File: src/rtl/multdiv_ctrl.sv
// Sequencing controller for the iterative multiply/divide unit: issues one op,
// waits for its result (or a watchdog timeout), and arbitrates the writeback port.
module multdiv_ctrl #(
  parameter int unsigned TIMEOUT  = 40,
  parameter logic [31:0] EXC_MULT = 32'd4,
  parameter logic [31:0] EXC_DIV  = 32'd5
) (
  input  logic        clock,
  input  logic        reset,
  input  logic        issue_valid,
  input  logic        issue_is_div,
  input  logic [4:0]  issue_rd,
  input  logic [31:0] issue_opA,
  input  logic [31:0] issue_opB,
  input  logic [4:0]  dec_srcA,
  input  logic [4:0]  dec_srcB,
  output logic        stall,
  output logic        md_ctrl_MULT,
  output logic        md_ctrl_DIV,
  output logic [31:0] md_opA,
  output logic [31:0] md_opB,
  input  logic [31:0] md_result,
  input  logic        md_exception,
  input  logic        md_resultRDY,
  input  logic        alu_wb_valid,
  output logic        wb_en,
  output logic [4:0]  wb_rd,
  output logic [31:0] wb_data,
  output logic        busy,
  output logic [4:0]  busy_rd
);

  localparam logic [1:0] S_IDLE  = 2'd0;
  localparam logic [1:0] S_START = 2'd1;
  localparam logic [1:0] S_WAIT  = 2'd2;
  localparam logic [1:0] S_WB    = 2'd3;

  localparam logic [4:0]  EXC_REG  = 5'd30;
  localparam int unsigned CW       = $clog2(TIMEOUT + 1);
  localparam logic [CW-1:0] CNT_LAST = CW'(TIMEOUT - 1);

  logic [1:0]    state;
  logic [CW-1:0] cnt;
  logic          is_div;
  logic [4:0]    rd_q;
  logic [31:0]   res_q;
  logic          exc_q;
  logic          in_wb;
  logic          hazard;

  always_ff @(posedge clock or posedge reset) begin
    if (reset) begin
      state  <= S_IDLE;
      cnt    <= '0;
      is_div <= 1'b0;
      rd_q   <= '0;
      res_q  <= '0;
      exc_q  <= 1'b0;
      md_opA <= '0;
      md_opB <= '0;
    end else begin
      case (state)
        S_IDLE: begin
          cnt <= '0;
          if (issue_valid) begin
            state  <= S_START;
            is_div <= issue_is_div;
            rd_q   <= issue_rd;
            md_opA <= issue_opA;
            md_opB <= issue_opB;
            res_q  <= '0;
            exc_q  <= 1'b0;
          end
        end
        S_START: state <= S_WAIT;
        S_WAIT: begin
          // A result arriving on the final watchdog cycle still wins over the timeout.
          if (md_resultRDY) begin
            res_q <= md_result;
            exc_q <= md_exception;
            state <= S_WB;
          end else if (cnt == CNT_LAST) begin
            exc_q <= 1'b1;
            state <= S_WB;
          end else begin
            cnt <= cnt + 1'b1;
          end
        end
        S_WB: begin
          if (!alu_wb_valid) state <= S_IDLE;
        end
        default: state <= S_IDLE;
      endcase
    end
  end

  always_comb begin
    busy         = (state != S_IDLE);
    busy_rd      = busy ? rd_q : '0;
    hazard       = busy && (rd_q != '0) && ((dec_srcA == rd_q) || (dec_srcB == rd_q));
    stall        = (busy && issue_valid) || hazard;
    md_ctrl_MULT = (state == S_START) && !is_div;
    md_ctrl_DIV  = (state == S_START) && is_div;
    in_wb        = (state == S_WB);
    // A clean result for r0 retires through WB without touching the port.
    wb_en        = in_wb && !alu_wb_valid && (exc_q || (rd_q != '0));
    wb_rd        = '0;
    wb_data      = '0;
    if (in_wb) begin
      wb_rd   = exc_q ? EXC_REG : rd_q;
      wb_data = exc_q ? (is_div ? EXC_DIV : EXC_MULT) : res_q;
    end
  end

endmodule
File: config.mk
export PLATFORM = sky130hd
export DESIGN_NAME = multdiv_ctrl
export DESIGN_NICKNAME = d
export VERILOG_FILES = /design/src/rtl/multdiv_ctrl.sv
export SDC_FILE = /design/constraint.sdc
export NUM_CORES = 1
export LEC_CHECK = 0
export BUFFER_PORTS_ARGS = -buffer_cell sky130_fd_sc_hd__buf_2
export CAP_MARGIN = 10
export CORE_MARGIN = 1.5
export CORE_UTILIZATION = 50
export DETAILED_ROUTE_END_ITERATION = 8
export HOLD_SLACK_MARGIN = 0.05
export PLACE_DENSITY_LB_ADDON = 0.2
export SLEW_MARGIN = 20
export SYNTH_ARGS = -nofsm -noshare
export SYNTH_HDL_FRONTEND = slang
export SYNTH_SLANG_ARGS = --single-unit
File: constraint.sdc
create_clock -name clock -period 5.9 [get_ports clock]
set_clock_uncertainty 0.1 [all_clocks]
set_input_delay 0.59 -clock clock [delete_from_list [all_inputs] [get_ports clock]]
set_output_delay 0.59 -clock clock [all_outputs]
set_load 0.05 [all_outputs]
======== Yosys cells after proc, flatten, opt, wreduce, memory -nomap -nowiden ========
Cells that the tools add are included.
word-level totals
  bits in registers ....................... 111
  word-level logic and storage cells ...... 63
cells by class
  add/subtract/negate cells ............... 1
  equal/unequal tests ..................... 12
  multiplexer cells ....................... 21
  reductions and logical operators ........ 21
operator list
  kind                   count
  $mux W32               4
  $pmux W32 S2           1
  $mux W5                3
  $mux W6                2
  $pmux W6 S2            1
  $reduce_and A3 Y1      4
  $eq A5 B5 Y1           2
  $ne A2 B2 Y1 const B   5
  $mux W2                4
  $pmux W2 S4            1
  $logic_and A1 B1 Y1    7
  $add A6 B1 Y6 const B  1
  $eq A6 B6 Y1 const B   1
  $reduce_bool A5 Y1     1
  $eq A2 B2 Y1 const B   2
  $mux W1                4
  $reduce_bool A2 Y1     2
  $logic_or A1 B1 Y1     3
  $ne A3 B3 Y1 const B   1
  $eq A2 B1 Y1 const B   1
  $logic_not A1 Y1       2
  $logic_not A2 Y1       1
  $pmux W1 S2            1
  $reduce_and A2 Y1      1

======== Longest topological paths before layout ========
  word-level depth ........................ 4
  depth in mapped cells ................... 9
  mapped depth without buffers ............ 6

======== Least setup slack after synthesis ========
OpenSTA, ideal clock, no wires.
  path type ............................... reg2out
  start ................................... reg state[1]
  end ..................................... out wb_en
  arrival time ............................ 1,911 ps
  data required time ...................... 5,210 ps
  path slack .............................. 3,299 ps
  stages on the path, launching flop included .. 4
  buffers on the path ..................... 1
  path through ............................ dfrtp_1 > ha_1 > clkbuf_1 > nor3b_1
on the way
  cells in the longest elaborated chain, start to end .. 3
ends and longest elaborated chain
  item                               line  source
  start: declaration                 42    logic [1:0] state;
  start signal: assignment           53    state <= S_IDLE;
  start signal: assignment           66    state <= S_START;
  start signal: assignment           75    S_START: state <= S_WAIT;
  $eq A2 B2 Y1                       104   in_wb = (state == S_WB);
  $logic_and A1 B1 Y1 (2 in series)  106   wb_en = in_wb && !alu_wb_valid && (exc_q || (rd_q != '0));
  end: declaration                   26    output logic wb_en,
Every way passes these cells.

======== Final worst setup path ========
  start ................................... reg state[1]
  end ..................................... out wb_data[4]
on the way
  cells in the longest elaborated chain, start to end .. 2
ends and longest elaborated chain
  item              line  source
  $eq A2 B2 Y1      104
  $mux W32          109   if (in_wb) begin
  end: declaration  28    output logic [31:0] wb_data,
Every way passes these cells.

==> flow_summary_export.csv <==
group,metric,value,unit
cts,cts.sink_count,111,
cells_and_area,drive_gt1_share,50.78,%
timing,number_of_endpoints_failing_setup_at_the_final_stage,0,
synthesis,postSynth.topFlopCell,"dfrtp_1",
synthesis,synthArstFlopShare,100.0,%
power,power_density,644.7,nW/um2
synthesis,synth_fa_ha_area_share,1.283,%
critical_path,worst_setup_path_end_kind,"output port",
flow_run,max_cap_viol_count,0,
timing,slew_violations,0,
global_routing,grt_util_all_layers,22.64,%
global_routing,total_overflow_reported_by_the_global_router,0,
timing,report.final.hold_viol_count,0,
route,route.antenna.remaining_nets,0,
synthesis,mappedNetlistArea,4877,um2
timing,max_slew.worst_pin.slew,0.8935,ns
floorplanning,coreArea,9328,um2
synthesis,commonest_cells_in_the_netlist,"dfrtp_1 (111), nand2_1 (72), mux2_2 (70)",
route,detail_route.wl_per_cell,15.02,um
critical_path,worst_r2r_path_depth,7,
critical_path,crit_required,5.21,ns
placed_design,port_buffer_count,228,
worst_hold_path,min-delay-path-class,"input port to async pin",
cells_and_area,layout.filler_cells,770,
synthesis,synthDominantAreaCellType,"dfrtp_1",
synthesis,yosys_register_bits,111,
critical_path,worst-setup-path-type,"flop to output port",
power,worst_ir_drop_vdd,0.4299,mV
outcome,status,"finished, final reports clean",
synthesis,netlist_instances,415,
placed_design,preCtsSetupSlack,3.166,ns
placed_design,place.detailed.hpwl,8508,um
critical_path,reg2reg_setup_slack,3.43,ns
route,via_per_inst,5.022,
critical_path,crit_path_start,"state[1]",
synthesis,synth_xor_xnor_area_share,1.796,%
floorplanning,die_outline_area,10360,um2
cts,max-clock-path-buffers,2,
critical_path,endpoint_of_the_most_critical_register_to_register_path,"res_q[9]",
cells_and_area,syn2layout_area_growth,29.48,%
route,iteration_count_of_the_initial_detailed_routing_pass,4,
floorplanning,starting_density_of_the_core,52.29,%
cts,cts_post_setup_buffers_inserted,0,
critical_path,worstPathMaxFanout,30,
timing,worst_max_slew_margin_expressed_relative_to_the_limit,40.43,%
timing,setup-tns-final,0,ns
timing,timing.fmax,0.3631,GHz
route,vias_after_detailed_routing,3862,
route,residual_drc,0,
critical_path,reg2reg_from,"state[0]",
placed_design,finalWeightedCongestion,0.8778,
cts,tritoncts.num_buffers,9,
cts,insertion_delay,0.37,ns
route,wl,11550,um
synthesis,syn-mean-instance-area,11.75,um2
synthesis,synth_seq_area_share,56.95,%
synthesis,muxShareOfSynthArea,17.21,%
synthesis,synth_edf_count,0,
synthesis,ys_top_cells_by_area,"dfrtp_1 (57%), mux2_2 (16%), nand2_1 (5.5%)",
synthesis,synthesis.nets,538,
critical_path,worstPathArrival,2.06,ns
cts,tritoncts_clock_tree,"built",
cts,path_clk_slew,0.11,ns
global_routing,antenna_found_initial,1,
timing,min_period_over_period,46.68,%
cts,holdBufCountCts,0,
synthesis,largest_family_of_logic_cells_by_synthesized_area,"multiplexers",
timing,rsz0062_at_grt,"no",
cts,ctsRootBufferMaster,"clkbuf_8",
floorplanning,boundaryPins,229,
critical_path,critPathCapture,"wb_data[4]",
global_routing,grt_pass1_wl,18030,um
floorplanning,die_boundary_height,101.8,um
timing,setup_ws,3.146,ns
floorplanning,die_x,101.8,um
global_routing,grt_max_degree,87,
cells_and_area,finish.cell_count_without_fillers,769,
synthesis,yosysWarnings,0,
synthesis,synth_simple_gate_area_share,16.52,%
placed_design,placed_cell_count,753,
cts,cts-htree-levels,3,
cells_and_area,final_core_util,67.70,%
power,total_leakage_power,0.003376,uW
timing,min_period,2.754,ns
cts,cts_resized,0,
cells_and_area,diodes,0,
synthesis,synth-compound-area-share,3.155,%
route,drt_iter0_markers,116,
synthesis,post-synth-top-count-cell,"dfrtp_1",
floorplanning,row_count,35,
synthesis,synth_largest_type_area_fraction,56.95,%
cells_and_area,final_net_count,758,
synthesis,synth.distinct_cells,33,
critical_path,crit_path_start_kind,"flop",
global_routing,grt_pass1_vias,3747,
[how the worst min path moves through the flow]
stage           endpoint  slack, ns
2_1_floorplan  res_q[10]       0.33
3_3_place_gp   res_q[19]       0.34
3_5_place_dp   res_q[27]       0.35
4_1_cts        md_opB[9]       0.06
5_1_grt        md_opB[9]       0.07
6_report       md_opB[2]       0.07
[cell type report]
cell class / instances / area, um2 / area share, %
well taps: 129 / 161.4 / 2.556
inverters: 5 / 21.27 / 0.3368
flip-flops and latches: 111 / 2778 / 43.99
clock inverters: 6 / 67.56 / 1.070
multi-input cells: 275 / 1959 / 31.03
repair buffers: 233 / 1190 / 18.84
clock buffers: 10 / 137.6 / 2.180
[worst max-delay path: stages, from the launching register on]
cell and delay [ns]:
dfrtp_1 0.40, ha_1 0.37, nor2b_1 0.21, buf_4 0.27, and2_1 0.18, buf_2 0.27
[routing by layer]
metal	vias up	wire [um]	part of all wire (%)	track usage, %
li1	1827	-	-	-
met1	1856	4579	40	27.65
met2	153	5595	48	36.26
met3	24	1117	9.7	9.110
met4	2	241	2.1	8.547
met5	-	17	0.15	0
[report_power, final]
part           switching (uW)  total (uW)  internal [uW]  leakage (uW)
registers                 200        1280           1080       0.00138
logic                    1670        2320            654       0.00190
clock network             257         467            210     0.0000989
[sequential cells by signal, indices dropped and copies added, names as in the netlist]
register / cells
md_opA: 32
md_opB: 32
res_q: 32
cnt: 6
rd_q: 5
state: 2
exc_q: 1
is_div: 1
[layout by cell type (no fill, tap or decap), types with 3 or more instances in the layout]
cell and instances:
buf_2 228, dfrtp_1 111, nand2_1 71, mux2_2 70, nand3_1 34, and2_1 32, nor2b_1 10, clkbuf_8 10
xor2_1 6, nor2_1 5, o21a_1 5, ha_1 5, mux2i_1 4, inv_1 4, xnor2_1 4, a21oi_1 3
nor3_1 3, o31ai_1 3, buf_4 3
[cells by family after synthesis]
| family | after synthesis |
|---|---|
| xor gates and xnor gates | 10 |
| adders and majority gates | 5 |
| and+or+nand+nor | 166 |
| muxes | 75 |
| buffers and inverters | 29 |
| DFF | 111 |
| AOI/OAI and AO/OA | 19 |
[per-stage QoR]
stage	hold WS [ns]	area [um2]	power [uW]
2_1_floorplan	0.3299	4877	3111
3_3_place_gp	0.3410	6090	3560
3_5_place_dp	0.3478	6105	3635
4_1_cts	0.06112	6310	4100
5_1_grt	0.07292	6315	4300
6_report	0.06796	6315	4071
No activity file was read; power rests on OpenSTA's default activity.
